--- config.mk ---
export PLATFORM = sky130hd
export DESIGN_NAME = fetch_unit
export DESIGN_NICKNAME = d
export VERILOG_FILES = /design/src/rtl/fetch_unit.sv
export SDC_FILE = /design/constraint.sdc
export NUM_CORES = 1
export LEC_CHECK = 0
export ABC_AREA = 1
export CAP_MARGIN = 10
export CORE_MARGIN = 2
export CORE_UTILIZATION = 35
export CTS_BUF_LIST = sky130_fd_sc_hd__clkbuf_4 sky130_fd_sc_hd__clkbuf_8 sky130_fd_sc_hd__clkbuf_16
export CTS_CLUSTER_SIZE = 24
export DETAILED_ROUTE_END_ITERATION = 12
export PLACE_DENSITY = 0.66
export REMOVE_ABC_BUFFERS = 1
export SETUP_SLACK_MARGIN = 0.1
export SLEW_MARGIN = 40
export SYNTH_ARGS = -nofsm -noshare
export SYNTH_HDL_FRONTEND = slang
export SYNTH_SLANG_ARGS = --single-unit
--- constraint.sdc ---
create_clock -name clk -period 3 [get_ports clk]
set_input_delay 0.3 -clock clk [delete_from_list [all_inputs] [get_ports clk]]
set_output_delay 0.3 -clock clk [all_outputs]
set_load 0.05 [all_outputs]
--- src/rtl/fetch_unit.sv ---
// fetch_unit: instruction fetch stage with a single outstanding imem read,
// a valid/ready hand-off to decode, PC redirects and misaligned-target halting.
module fetch_unit #(
    parameter logic [31:0] RESET_PC = 32'h0000_0000
) (
    input  logic        clk,
    input  logic        reset,
    output logic        imem_req,
    output logic [31:0] imem_addr,
    input  logic        imem_rvalid,
    input  logic [31:0] imem_rdata,
    input  logic        redirect_valid,
    input  logic [31:0] redirect_pc,
    output logic        if_valid,
    input  logic        if_ready,
    output logic [31:0] if_instr,
    output logic [31:0] if_pc,
    output logic [6:0]  if_opcode,
    output logic        fetch_misaligned
);
    typedef enum logic [1:0] {FETCH, WAIT, HOLD, HALT} state_t;

    state_t      state_q, state_d;
    logic [31:0] pc_q, pc_d;
    logic        kill_q, kill_d;
    logic        valid_q, valid_d;
    logic [31:0] instr_q, instr_d;
    logic [31:0] ipc_q, ipc_d;
    logic        mis_q, mis_d;

    always_ff @(posedge clk or posedge reset) begin
        if (reset) begin
            state_q <= FETCH;
            pc_q    <= RESET_PC;
            kill_q  <= 1'b0;
            valid_q <= 1'b0;
            instr_q <= 32'h0000_0013;
            ipc_q   <= 32'h0;
            mis_q   <= 1'b0;
        end else begin
            state_q <= state_d;
            pc_q    <= pc_d;
            kill_q  <= kill_d;
            valid_q <= valid_d;
            instr_q <= instr_d;
            ipc_q   <= ipc_d;
            mis_q   <= mis_d;
        end
    end

    always_comb begin
        state_d = state_q;
        pc_d    = pc_q;
        kill_d  = kill_q;
        valid_d = valid_q;
        instr_d = instr_q;
        ipc_d   = ipc_q;
        mis_d   = mis_q;
        if (state_q != HALT && redirect_valid) begin
            if (redirect_pc[1:0] != 2'b00) begin
                mis_d   = 1'b1;
                valid_d = 1'b0;
                kill_d  = 1'b0;
                state_d = HALT;
            end else begin
                // A redirect during WAIT must still swallow the stale response.
                pc_d    = redirect_pc;
                valid_d = 1'b0;
                kill_d  = (state_q == WAIT) && !imem_rvalid;
                state_d = (state_q == WAIT && !imem_rvalid) ? WAIT : FETCH;
            end
        end else begin
            case (state_q)
                FETCH: state_d = WAIT;
                WAIT: begin
                    if (imem_rvalid) begin
                        kill_d  = 1'b0;
                        state_d = kill_q ? FETCH : HOLD;
                        if (!kill_q) begin
                            instr_d = imem_rdata;
                            ipc_d   = pc_q;
                            pc_d    = pc_q + 32'd4;
                            valid_d = 1'b1;
                        end
                    end
                end
                HOLD: begin
                    if (if_ready) begin
                        valid_d = 1'b0;
                        state_d = FETCH;
                    end
                end
                default: state_d = HALT;
            endcase
        end
    end

    assign imem_req         = (state_q == FETCH) && !redirect_valid && !reset;
    assign imem_addr        = pc_q;
    assign if_valid         = valid_q;
    assign if_instr         = instr_q;
    assign if_pc            = ipc_q;
    assign if_opcode        = instr_q[6:0];
    assign fetch_misaligned = mis_q;
endmodule

==> summary.md, run 1 <==
| Metric | Value |
|---|---|
| Int Power | `0.00490 W` |
| Vias | `4570` |
| Share of the synthesized area in the top cell type | `46.4%` |
| Die area | `0.0161 mm2` |
| Startpoint types | `register` |
| Root Driver | `clkbuf_16` |
| Slew Limit Fails | `0` |
| Net Sw Power | `0.00500 W` |
| Pin count of the biggest net entering global routing | `93` |
| # setup viols final | `0` |
| RSZ-0062 raised after global routing | `no` |
| Clock share of power | `14.0%` |
| Post-Route WL | `14400 um` |
| Post-synthesis compound-gate area fraction | `8.42%` |
| Adder-Cell Fraction of Synth Area | `1.18%` |
| Total congestion overflow | `0` |
| Post-synthesis average cell area | `8.65 um2` |
| Bufs on Longest Clock Path | `2` |
| Gpl congestion | `0.879` |
| Post-synthesis mux area share | `9.37%` |
| First-pass GRT wire length | `22900 um` |
| Initial Util | `36.1%` |
| Die Wd | `127 um` |
| CTS tree | `done` |
| Hold Buf Count CTS | `0` |
| Final Hold Vio Count | `0` |
| N_diodes | `0` |
| NumNets Final | `846` |
| Slew @ Worst Pin | `725 ps` |
| Wire length per cell | `15.0 um` |
| Fin crit share | `76.1%` |
| Starting DRC count in detailed routing | `249` |
| Clk sinks | `101` |
| Die H | `127 um` |
| Setup Fix Bufs, Post-CTS | `0` |
| Post-Synth Simple-Gate Area | `25.2%` |
| ANT nets after route | `0` |
| TNS Setup | `0 ps` |
| Largest cells by area after synthesis | `dfrtp_1 (46%), nand2_1 (12%), mux2_4 (6.8%), nor2_1 (4.7%), o21ai_0 (4.4%)` |
| Synth-to-Final Area Change | `41.4%` |
| Cell Rows | `44` |
| Clk_lat worst skew | `350 ps` |
| Crit end category | `primary output` |
| Clock-pin slew on the worst setup and hold paths | `70 ps` |
| Worst setup path class | `register to primary output` |
| Drt pass-1 iters | `5` |
| Class of the worst hold path | `input port to asynchronous set/reset pin` |
| Inserted Clock Buffers | `9` |
| Total track usage | `17.8%` |
| CP required | `2700 ps` |
| Final HPWL DP | `10400 um` |
| Post-CTS sizing | `0` |
| Rel. slew slack | `51.7%` |
| Final worst path period need | `2280 ps` |
| Layout cells sized above 1 | `11.8%` |
| Max Cap Viol | `0` |
| # port buffers | `174` |
| Sw Ratio | `50.5%` |
| Xor and xnor fraction of the mapped netlist area | `0.166%` |
| Flop-to-flop setup slack | `1040 ps` |
| Filler cells | `1357` |
| Synth Instances | `611` |
| Power Dens Cells | `1320 mW/mm2` |
| Post-Syn Area | `0.00529 mm2` |
| Worst-path fanout max | `4` |
| Worst Path Arrival | `1980 ps` |
| Max VDD drop | `589 uV` |
| DRC Markers | `0` |
| Largest family of logic cells by synthesized area | `simple AND/OR/NAND/NOR gates` |
| Io pins | `175` |
| Vias per cell | `4.76` |
| CORE AREA | `0.0146 mm2` |
| Vias in the first global route | `4425` |
| Yosys warning count | `0` |
| Final hold slack | `457 ps` |
| Yosys reg bits | `101` |
| Register area share after synthesis | `47.9%` |
| Clock H-tree levels | `3` |
| Run status | `completed` |
| Gate power share | `59.8%` |
| Yosys cell types | `35` |
| Layout Skew | `8.59 ps` |
| Share of power burned in registers | `26.2%` |
| Initial antenna violation count | `0` |
| Leak pwr | `3.42 nW` |
| Leading area contributor after synthesis | `dfrtp_1` |
| FMAX | `438 MHz` |
## logic make-up after synthesis
group,after synthesis
muxes,36
adders and majority gates,5
xor gates and xnor gates,1
and+or+nand+nor,299
buffers and inverters,84
DFF,101
AOI/OAI and AO/OA,85
## state kept, by name, indices dropped and copies added (netlist names)
name              flops
if_pc                32
if_valid              1
imem_addr            32
state_q               2
fetch_misaligned      1
kill_q                1
if_instr             32
## final cells by class
cell class,count,area [um2],area share [%]
tap,184,230,3.08
multi-input combinational,426,2350,31.4
clock inverter,5,104,1.39
sequential,101,2530,33.9
inverter,54,210,2.81
clock buffer,11,253,3.38
timing repair buffer,180,1800,24.1
## layer usage
layer	share of wire (%)	global-route usage, %	vias up
li1	-	-	2272
met1	46	23.6	2125
met2	47	29.4	157
met3	5.2	3.37	16
met4	1.6	6.40	0
met5	0	0	-
## worst max-delay path, stage by stage, from the launching register on
cell and delay [ps]:
dfrtp_1 420, inv_1 110, ha_1 170, nand2_1 50, nor2_1 80, clkdlybuf4s50_1 800
## metrics by stage
step | area [um2] | utilization, % | worst slack [ps] | power, W | std cells
final | 7480 | 51.1 | 718 | 0.00991 | 961
after detailed placement | 7120 | 48.6 | 823 | 0.00857 | 945
after floorplan | 5080 | - | -734 | 0.00655 | 581
after global placement | 7120 | 48.6 | 887 | 0.00847 | 945
after global routing | 7480 | 51.1 | 642 | 0.0104 | 961
after CTS | 7480 | 51.1 | 693 | 0.00999 | 961
## cells in the mapped netlist
library cell  instances
nand2_1             165
dfrtp_1              98
nor2_1               66
inv_1                51
o21ai_0              47
nand3_1              33
mux2_4               24
a21oi_1              19
mux2_2               12
buf_2                 9
o21ai_1               9
buf_4                 8
buf_6                 7
nand2_2               7
nor2_2                7
clkbuf_1              6
and2_1                5
ha_1                  5
nand2_4               5
nor2_4                5
a31oi_1               3
dfstp_2               3
nor2_8                2
nor3_1                2
o211ai_1              2
o22ai_1               2
a22oi_1               1
a32oi_1               1
clkinv_1              1
clkinv_4              1
inv_2                 1
nand3_2               1
o21bai_1              1
or2_2                 1
xor2_1                1
## cells in the final DEF (no fill, tap or decap), types with 3 or more instances in the layout
master,n
a21oi_1,19
a31oi_1,3
and2_1,5
buf_4,5
bufinv_16,3
clkbuf_16,9
clkdlybuf4s50_1,174
dfrtp_1,98
dfstp_2,3
ha_1,5
inv_1,50
mux2_2,12
mux2_4,24
nand2_1,165
nand2_2,7
nand2_4,5
nand3_1,33
nor2_1,66
nor2_2,7
nor2_4,5
o21ai_0,47
o21ai_1,9
## power by group through the flow
stage	clock [W]	sequential [W]	combinational (W)
6_report	0.00138	0.00260	0.00592
4_1_cts	0.00142	0.00260	0.00596
2_1_floorplan	0	0.00491	0.00164
3_3_place_gp	0	0.00258	0.00589
5_1_grt	0.00146	0.00270	0.00628
3_5_place_dp	0	0.00262	0.00594
## path summary, 6_finish.rpt
check | cells past startpoint | endpoint | startpoint
hold / removal | 2 | if_instr[17] | reset
max in group asynchronous | 3 | if_instr[0] | reset
setup reg to reg | 7 | if_instr[10] | state_q[1]
min in group clk | 1 | fetch_misaligned | fetch_misaligned
setup / recovery | 5 | imem_req | state_q[0]
hold reg to reg | 1 | fetch_misaligned | fetch_misaligned
Note: power is estimated with default switching activity, not from simulation.
==> run 2: changes to the inputs <==
clock period = 1.95 ns   (was 3 ns; I/O delays follow)
==> run 2 against run 1 <==
Largest cell class unchanged. First-iteration DRC count fell by 2.0%. Final area rose by 2.3%. Clock skew barely moved. Wire length rose by 2.8%.
==> summary.md, run 2 (synthesis gave the netlist of run 1 again) <==
| Metric | Value |
|---|---|
| FMAX | `548 MHz` |
| Initial Util | `36.1%` |
| Multi-input gate area | `0.00235 mm2` |
| Leak pwr | `3.61 nW` |
| Gpl congestion | `0.881` |
| Clk sinks | `101` |
| Layout Skew | `8.26 ps` |
| CP Buf/Inv Count | `1` |
| Post-Route WL | `14800 um` |
| Total placed instance area | `0.00727 mm2` |
| Fin crit share | `93.7%` |
| RSZ-0062 raised after global routing | `no` |
| Clk_lat worst skew | `340 ps` |
| Crit end category | `primary output` |
| NumNets Final | `857` |
| Max Cap Viol | `0` |
| CP peak stage delay | `840 ps` |
| Starting DRC count in detailed routing | `244` |
| Vias in the first global route | `4700` |
| Most frequent cells in the layout | `nand2_1 (165), clkdlybuf4s50_1 (145), dfrtp_1 (98)` |
| Worst setup path class | `register to primary output` |
| # port buffers | `174` |
| Drt pass-1 iters | `4` |
| Layout cells sized above 1 | `13.3%` |
| Synth-to-Final Area Change | `44.7%` |
| Wire length per cell | `15.2 um` |
| Total track usage | `18.8%` |
| CTS tree | `done` |
| Max VDD drop | `778 uV` |
| Class of the worst hold path | `input port to asynchronous set/reset pin` |
| Run status | `completed` |
| Vias | `4643` |
| CP required | `1750 ps` |
| Worst Path Arrival | `1630 ps` |
| Die area | `0.0161 mm2` |
| Die Wd | `127 um` |
| Io pins | `175` |
| Cell Chain, Critical Path | `clkdlybuf4s50_1` |
| ANT nets after route | `0` |
| Power Dens Cells | `2000 mW/mm2` |
| Initial antenna violation count | `0` |
| Final Core Density | `52.2%` |
| Rel. slew slack | `62.8%` |
| Slew Limit Fails | `0` |
| Cell Rows | `44` |
| CP Depth | `1` |
| Inserted Clock Buffers | `9` |
| Placed Cells | `954` |
| Most common cell after layout, fill and taps aside | `nand2_1` |
| Total congestion overflow | `0` |
| Slew @ Worst Pin | `558 ps` |
| N_diodes | `0` |
| # setup viols final | `0` |
| Register area | `0.00253 mm2` |
| Final hold slack | `264 ps` |
| Design area | `0.00765 mm2` |
| Final worst path period need | `1830 ps` |
| Fin cells | `972` |
| Clock-pin slew on the worst setup and hold paths | `70 ps` |
| Final HPWL DP | `11000 um` |
| Bufs on Longest Clock Path | `2` |
| Root Driver | `clkbuf_16` |
| First-pass GRT wire length | `24200 um` |
| Filler cells | `1342` |
| Worst-path fanout max | `6` |
| CP max-delay cell | `clkdlybuf4s50_1` |
| Pin count of the biggest net entering global routing | `49` |
| Vias per cell | `4.78` |
| Die H | `127 um` |
| Power Total | `0.0153 W` |
| Final Hold Vio Count | `0` |
| CORE AREA | `0.0146 mm2` |
| DRC Markers | `0` |
| Clock H-tree levels | `3` |
| Startpoint types | `register` |
| Worst-case reg-to-reg path depth | `7` |
| CP delay by family, top | `buffers and inverters` |
run 2: changes by cell type in the layout (fill, tap and decap cells not counted), sizes merged:
cell and change:
dlymetal6s2s +9, buf +13, clkdlybuf4s50 -29, clkinvlp +2, clkbuf -1, dlygate4sd2 +18
inv -1
run 2: final cells by class:
type,count,area share (%)
inverters,54,2.81
clock buffers,10,3.12
clock inverters,6,1.44
repair buffers,191,25.7
well taps,184,3.01
multi-input cells,426,30.8
flip-flops and latches,101,33.1
run 2: stage by stage:
step	setup WS [ps]	setup TNS (ps)
global placement	153	0
CTS	101	0
floorplan	-1780	-193900
global route	100	0
detailed placement	116	0
finish	124	0
run 2: worst paths after layout:
| kind | startpoint | end | slack [ps] |
|---|---|---|---|
| worst max-delay path | imem_addr[25] | imem_addr[25] | 120 |
| worst min-delay path | reset | kill_q | 260 |
| worst max register to register | state_q[1] | if_instr[13] | 210 |
| worst min register to register | if_pc[27] | if_pc[27] | 490 |
| max in group asynchronous | reset | if_instr[1] | 1100 |
| min in group clk | redirect_pc[3] | imem_addr[3] | 420 |
run 2: what timing repair did:
item,CTS,global route
pin swaps,0,0
buffers inserted,0,2
gates resized for setup,18,13
hold buffers,0,0
setup endpoints to repair,18,57
run 2: power breakdown:
group | switching (W) | total [W] | internal, W
Combinational | 0.00610 | 0.00921 | 0.00311
Clock | 0.000793 | 0.00208 | 0.00129
Sequential | 0.000865 | 0.00399 | 0.00313
Total | 0.00775 | 0.0153 | 0.00753
run 2: metal layers:
metal  vias up  routed length [um]  global-route usage [%]
met5         -                   0                       0
met4         0                 156                    7.11
met3         8                 924                    3.80
met2       158                7020                    30.6
met1      2188                6680                    24.8
li1       2289                   -                       -
